File: src/rtl/program_load_arbiter.sv
// rtl/program_load_arbiter.sv - shares the program memory port between the CPU and the UART loader
// Optional checksum accumulator enabled by defining LOAD_CHECKSUM_EN.
module program_load_arbiter #(
    parameter int MEMORY_ADDRESS_WIDTH = 4,
    parameter int REGISTER_WIDTH       = 4,
    parameter int MEMORY_REGISTERS     = 16,
    parameter int UART_DATA_LENGTH     = 8
) (
    input  logic                                   clk_i,
    input  logic                                   rst_n_i,
    input  logic                                   p_programm_i,
    input  logic [UART_DATA_LENGTH-1:0]            rx_data_i,
    input  logic                                   rx_valid_i,
    input  logic                                   cpu_req_i,
    input  logic                                   cpu_we_i,
    input  logic [MEMORY_ADDRESS_WIDTH-1:0]        cpu_addr_i,
    input  logic [REGISTER_WIDTH-1:0]              cpu_wdata_i,
    output logic                                   cpu_gnt_o,
    output logic [REGISTER_WIDTH-1:0]              cpu_rdata_o,
    output logic                                   cpu_halt_o,
    output logic                                   cpu_restart_o,
    output logic                                   mem_we_o,
    output logic [MEMORY_ADDRESS_WIDTH-1:0]        mem_addr_o,
    output logic [REGISTER_WIDTH-1:0]              mem_wdata_o,
    input  logic [REGISTER_WIDTH-1:0]              mem_rdata_i,
    output logic                                   load_busy_o,
    output logic [$clog2(MEMORY_REGISTERS+1)-1:0]  load_count_o,
    output logic                                   load_err_o,
    output logic [REGISTER_WIDTH-1:0]              checksum_o
);

    localparam int COUNT_WIDTH = $clog2(MEMORY_REGISTERS + 1);
    localparam logic [COUNT_WIDTH-1:0] COUNT_MAX = COUNT_WIDTH'(MEMORY_REGISTERS);

    typedef enum logic [1:0] {
        ST_RUN,
        ST_DRAIN,
        ST_LOAD,
        ST_RELEASE
    } state_t;

    state_t                        state;
    logic                          pend_valid;
    logic [UART_DATA_LENGTH-1:0]   pend_data;
    logic                          load_write;

    // A byte arriving while one is pending replaces it, so the older one is never written.
    assign load_write  = rst_n_i && (state == ST_LOAD) && pend_valid && !rx_valid_i;
    assign cpu_rdata_o = mem_rdata_i;

    always_comb begin
        cpu_gnt_o   = 1'b0;
        mem_we_o    = load_write;
        mem_addr_o  = pend_data[UART_DATA_LENGTH-1:REGISTER_WIDTH];
        mem_wdata_o = pend_data[REGISTER_WIDTH-1:0];
        if (state == ST_RUN) begin
            cpu_gnt_o   = cpu_req_i;
            mem_we_o    = cpu_req_i && cpu_we_i;
            mem_addr_o  = cpu_addr_i;
            mem_wdata_o = cpu_wdata_i;
        end
    end

    always_ff @(posedge clk_i) begin
        if (!rst_n_i) begin
            state         <= ST_RUN;
            cpu_halt_o    <= 1'b0;
            cpu_restart_o <= 1'b0;
            load_busy_o   <= 1'b0;
            load_err_o    <= 1'b0;
            load_count_o  <= '0;
            pend_valid    <= 1'b0;
            pend_data     <= '0;
        end else begin
            cpu_restart_o <= 1'b0;
            case (state)
                ST_RUN: begin
                    if (p_programm_i) begin
                        state        <= ST_DRAIN;
                        cpu_halt_o   <= 1'b1;
                        load_busy_o  <= 1'b1;
                        load_count_o <= '0;
                        load_err_o   <= 1'b0;
                    end
                end
                ST_DRAIN: begin
                    state      <= ST_LOAD;
                    pend_valid <= 1'b0;
                end
                ST_LOAD: begin
                    if (rx_valid_i) begin
                        pend_data  <= rx_data_i;
                        pend_valid <= 1'b1;
                        if (pend_valid) begin
                            load_err_o <= 1'b1;
                        end
                    end else if (pend_valid) begin
                        pend_valid <= 1'b0;
                        if (load_count_o != COUNT_MAX) begin
                            load_count_o <= load_count_o + 1'b1;
                        end
                    end else if (!p_programm_i) begin
                        state         <= ST_RELEASE;
                        cpu_restart_o <= 1'b1;
                        load_busy_o   <= 1'b0;
                    end
                end
                ST_RELEASE: begin
                    state      <= ST_RUN;
                    cpu_halt_o <= 1'b0;
                end
                default: state <= ST_RUN;
            endcase
        end
    end

`ifdef LOAD_CHECKSUM_EN
    always_ff @(posedge clk_i) begin
        if (!rst_n_i) begin
            checksum_o <= '0;
        end else if ((state == ST_RUN) && p_programm_i) begin
            checksum_o <= '0;
        end else if (load_write) begin
            checksum_o <= checksum_o + mem_wdata_o;
        end
    end
`else
    assign checksum_o = '0;
`endif

endmodule

File: config.mk
export PLATFORM = sky130hd
export DESIGN_NAME = program_load_arbiter
export DESIGN_NICKNAME = d
export VERILOG_FILES = /design/src/rtl/program_load_arbiter.sv
export SDC_FILE = /design/constraint.sdc
export NUM_CORES = 1
export LEC_CHECK = 0
export CAP_MARGIN = 0
export CORE_MARGIN = 3
export CORE_UTILIZATION = 38
export CTS_BUF_LIST = sky130_fd_sc_hd__clkbuf_4 sky130_fd_sc_hd__clkbuf_8
export CTS_CLUSTER_DIAMETER = 30
export DETAILED_ROUTE_END_ITERATION = 8
export PLACE_DENSITY = 0.78
export SYNTH_ARGS = -nofsm -noshare
export SYNTH_HDL_FRONTEND = slang
export SYNTH_SLANG_ARGS = --single-unit
File: constraint.sdc
create_clock -name clk_i -period 1.6 [get_ports clk_i]
set_input_delay 0.16 -clock clk_i [delete_from_list [all_inputs] [get_ports clk_i]]
set_output_delay 0.16 -clock clk_i [all_outputs]
set_load 0.03 [all_outputs]
---- After elaboration in Yosys (flattened, before gate mapping) ----
Index checks and enable logic that the tools add are counted.
storage, ports and cells
  output and inout port bits .............. 27
  input bits .............................. 26
  register bits after elaboration ......... 20
  logic and storage cells ................. 65
operators by class
  bitwise logic cells ..................... 2
  add/sub/neg operators ................... 1
  eq/ne operators ......................... 11
  mux-type cells .......................... 27
  reductions and logical operators ........ 16
operator list
  operator             number
  $mux 5               4
  $ne 2x2->1 const B   6
  $mux 1               11
  $pmux 5 s2           1
  $reduce_and 5->1     2
  $mux 2               4
  $mux 4               2
  $pmux 1 s2           4
  $pmux 2 s4           1
  $reduce_and 4->1     2
  $reduce_bool 2->1    3
  $add 5x1->5 const B  1
  $ne 5x5->1 const B   1
  $eq 2x2->1 const B   2
  $logic_and 1x1->1    4
  $reduce_and 2->1     2
  $reduce_or 4->1      1
  $eq 2x1->1 const B   1
  $logic_not 2->1      1
  $ne 2x1->1 const B   1
  $not 1->1            2
  $logic_not 1->1      1

---- Logic depth before layout (Yosys ltp) ----
  word-level depth ........................ 5
  mapped depth ............................ 7
  depth with buffers taken out ............ 6

---- Worst setup path after synthesis ----
No wires, ideal clock.
  path type ............................... flip-flop to output port
  start ................................... reg state[0]
  end ..................................... out mem_we_o
  path slack .............................. -0.389 ns
  stages on the path, launching flop included .. 7
  data required time ...................... 1.440 ns
  arrival time ............................ 1.829 ns
  buffers on the path ..................... 2
  path through ............................ dfxtp_1 inv_1 ha_1 buf_2 clkbuf_1 nand2_1 o31ai_1
between the ends
  longest elaborated chain between the ends .. 5
  elaborated cells between the ends (all ways) .. 6
  classes of those cells .................. 1 x eq/ne; 1 x mux; 4 x reduce/logical
ends and longest elaborated chain
  what                             RTL line  text
  start: declaration               42        state_t state;
  start signal: assignment         66        state <= ST_RUN;
  start signal: assignment         79        state <= ST_DRAIN;
  start signal: assignment         87        state <= ST_LOAD;
  $eq 2x2->1                       48        assign load_write = rst_n_i && (state == ST_LOAD) && pend_valid && !rx_valid_i;
  $logic_and 1x1->1 (3 in series)  48
  $mux 1 (*)                       56        if (state == ST_RUN) begin
  end: declaration                 22        output logic mem_we_o,
Mark *: on every way between the ends. The rest lies on a longest branch, timed or not.

---- Final worst setup path ----
  start ................................... reg state[0]
  end ..................................... reg load_count_o[4]
between the ends
  longest elaborated chain between the ends .. 3
  elaborated cells between the ends (all ways) .. 9
  classes of those cells .................. 5 x eq/ne; 1 x mux; 3 x reduce/logical
ends and longest elaborated chain
  what                                                  RTL line  text
  $eq 2x2->1 / $logic_not 2->1 (equally long branches)  76        case (state)
  $ne 2x1->1 (no source line) (tied with other cells)   --
  $reduce_and 5->1 (no source line)                     --
  end signal: assignment                                100       load_count_o <= load_count_o + 1'b1;
  end: declaration                                      27        output logic [$clog2(MEMORY_REGISTERS+1)-1:0] load_count_o,
Several ways; a longest one is shown, not always the timed one.
A chain may end at the register's enable or synchronous reset.

==> flow_summary.toml <==
[outcome]
status = "finished with violations"
violations = "setup timing"

[final_layout]
multiInputGateArea_um2 = 749
syn_to_final_growth_pct = 71.2
nets = 228
final_common_cell = "clkdlybuf4s50_1"
n_antenna_cell = 0
final-seq-area_um2 = 403
fin_cells = 227
utilization_pct = 69.2
drive_gt1_share_pct = 37.2
final_cell_mix = "clkdlybuf4s50_1, buf_4, dfxtp_1"
fillerInstances = 220

[clocking]
cts_root_buf = "clkbuf_4"
clk_latency_ns = 0.30
cts_buffer_depth = 2
htree_num_levels = 1
cts_made_buffers = 3
cts_tree = "yes"
cts_hold_buf = 0
clkTransAtPathRegs_ns = 0.12
cts.sinks = 20

[pwr]
cellPowerDensity_nw_per_um2 = 1750
p_sw_share_pct = 39.5
p_comb_share_pct = 72.8
ir_drop_mv = 1.01
intPower_mw = 2.05
leakage_nw = 0.859
p_clk_share_pct = 8.9
pwr-share-seq_pct = 18.3
switching_power_mw = 1.34

[synth]
synth_ff_type = "dfxtp_1"
synthCells = 134
yosysWarnings = 0
syn-cell-area_um2 = 1130
synth_top_family_by_area = "simple AND/OR/NAND/NOR gates"
synth-edff-count = 0
yosys.area_share.simple_pct = 23.5
synth_compound_area_share_pct = 15.9
synth-async-reset-ratio_pct = 0
ys_seq_area_share_pct = 35.3
syn_area_per_cell_um2 = 8.46
yosysUniqueCellTypes = 35
synthMuxAreaShare_pct = 9.71
synth_fa_ha_area_share_pct = 5.52
yosys.area_share.xor_xnor_pct = 0
ys_ff_latch = 20

[route]
wl_per_cell_um = 16.3
drt_wl_total_um = 3700
drt_iter0_drc = 50
vias_per_cell = 5.24
num_vias = 1190
drtPass1Iterations = 4
detail-route-antenna-nets = 0
drc = 0

[grt]
antenna_found_initial = 0
grt_pass1_wl_um = 5700
grt_usage_pct = 20.8
grt_max_degree = 16
grt-ovfl-total = 0
grt_pass1_vias = 1251

[floorplan]
io_pins = 53
die_x_um = 60.6
start_util_pct = 40.4
fp.dieH_um = 60.6
core_um2 = 2810
design.die.area_um2 = 3670
row_count = 19

[placed_design]
dp_hpwl_um = 2240
io_buffers = 40
gp_congestion = 0.730
dp_cells = 207

[sta]
max_freq_mhz = 564
finalHoldViolations = 0
setup_slack_ns = -0.175
slew_viol_final = 0
finalCriticalPeriod_ns = 1.77
finalSetupViolations = 13
fin_skew_ns = 0.00119
rsz0062_at_grt = "yes"
timing.final.crit_share_pct = 111

[worst_hold_path]
min_path_type = "primary input to primary output"

[critical_path]
path_class = "flop to flop"
ff2ff_path_depth = 7
r2r_slack_ns = -0.17
reg2reg_to = "load_count_o[4]"
cp_max_fo = 6
arrival_ns = 2.01
end_kind = "flop"
critPathCapture = "load_count_o[4]"
crit_path_start = "state[0]"
r2r_start = "state[0]"
startpoint_type = "flop"
cp_data_required_time_ns = 1.83

[run]
cap_violations = 0
## flip-flops by register name (all words and copies together), names as in the netlist
register / flops
load_count_o: 5
load_busy_o: 1
load_err_o: 1
pend_data: 8
state: 2
cpu_restart_o: 1
cpu_halt_o: 1
pend_valid: 1
## critical path: stages (launching register included)
cell     delay [ns]
dfxtp_2        0.36
inv_2          0.05
ha_4           0.17
buf_6          0.13
nor2b_4        0.13
a211o_1        0.24
or4b_1         0.47
a31oi_1        0.16
## stage by stage
step           hold slack, ns  total power, mW  setup WS [ns]  cell area [um^2]  setup TNS [ns]
2_1_floorplan           0.299             1.66        -0.0253              1180         -0.0253
3_3_place_gp            0.320             2.16         -0.143              1630           -1.19
3_5_place_dp            0.320             2.22         -0.170              1630           -1.37
4_1_cts                 0.320             3.08         -0.142              1850          -0.610
5_1_grt                 0.320             3.56         -0.242              1940           -1.63
6_report                0.320             3.40         -0.175              1940           -1.03
## kinds of logic (layout without fill, tap and decap cells)
logic type               after synthesis  after routing
buffers and inverters                 21             80
multiplexers                          10             10
AND/OR/NAND/NOR                       50             50
flip-flops                            20             20
adder cells (fa/ha/maj)                5              5
AO/OA/AOI/OAI                         27             27
other                                  1              4
## what timing repair did
item,CTS,global route
pin swaps,6,6
buffers inserted,11,7
setup endpoints to repair,16,21
resized for setup,80,14
## cell usage after synthesis (3+ instances only)
cell	number	area share (%)
nor2_1	3	0.99
inv_1	6	2.0
clkbuf_1	5	1.7
ha_1	5	5.5
nand3_1	15	6.6
a21oi_1	6	2.6
dfxtp_1	20	35
o21ai_0	3	1.3
a21boi_0	9	6.0
nand2_1	19	6.3
mux2_2	8	7.9
buf_4	8	5.3
## layer usage
| layer | vias up | GRT usage, % | routed length, um |
|---|---|---|---|
| met5 | - | 0 | 0 |
| met2 | 29 | 37.7 | 1980 |
| met4 | 0 | 7.74 | 46 |
| met3 | 6 | 4.68 | 110 |
| met1 | 576 | 23.5 | 1560 |
| li1 | 579 | - | - |
## how the worst min path moves through the flow
stage | slack (ns) | start | depth (start not counted) | end
after floorplan | 0.30 | rst_n_i | 2 | state[1]
after global placement | 0.32 | mem_rdata_i[1] | 0 | cpu_rdata_o[1]
after detailed placement | 0.32 | mem_rdata_i[1] | 0 | cpu_rdata_o[1]
after CTS | 0.32 | mem_rdata_i[1] | 0 | cpu_rdata_o[1]
after global routing | 0.32 | mem_rdata_i[0] | 0 | cpu_rdata_o[0]
final | 0.32 | mem_rdata_i[0] | 0 | cpu_rdata_o[0]
## area by class of cell
| class | count | share of cell area [%] |
|---|---|---|
| flip-flops and latches | 20 | 20.8 |
| repair buffers | 70 | 35.6 |
| multi-input cells | 96 | 38.6 |
| inverters | 6 | 1.16 |
| well taps | 31 | 2.00 |
| clock buffers | 4 | 1.87 |
## power groups by stage
stage	clock network [mW]	registers [mW]	logic [mW]
floorplan	0	0.675	0.983
global placement	0	0.623	1.54
detailed placement	0	0.629	1.59
CTS	0.305	0.616	2.16
global route	0.323	0.631	2.61
finish	0.301	0.623	2.47
Power figures use the tool's default switching activity.
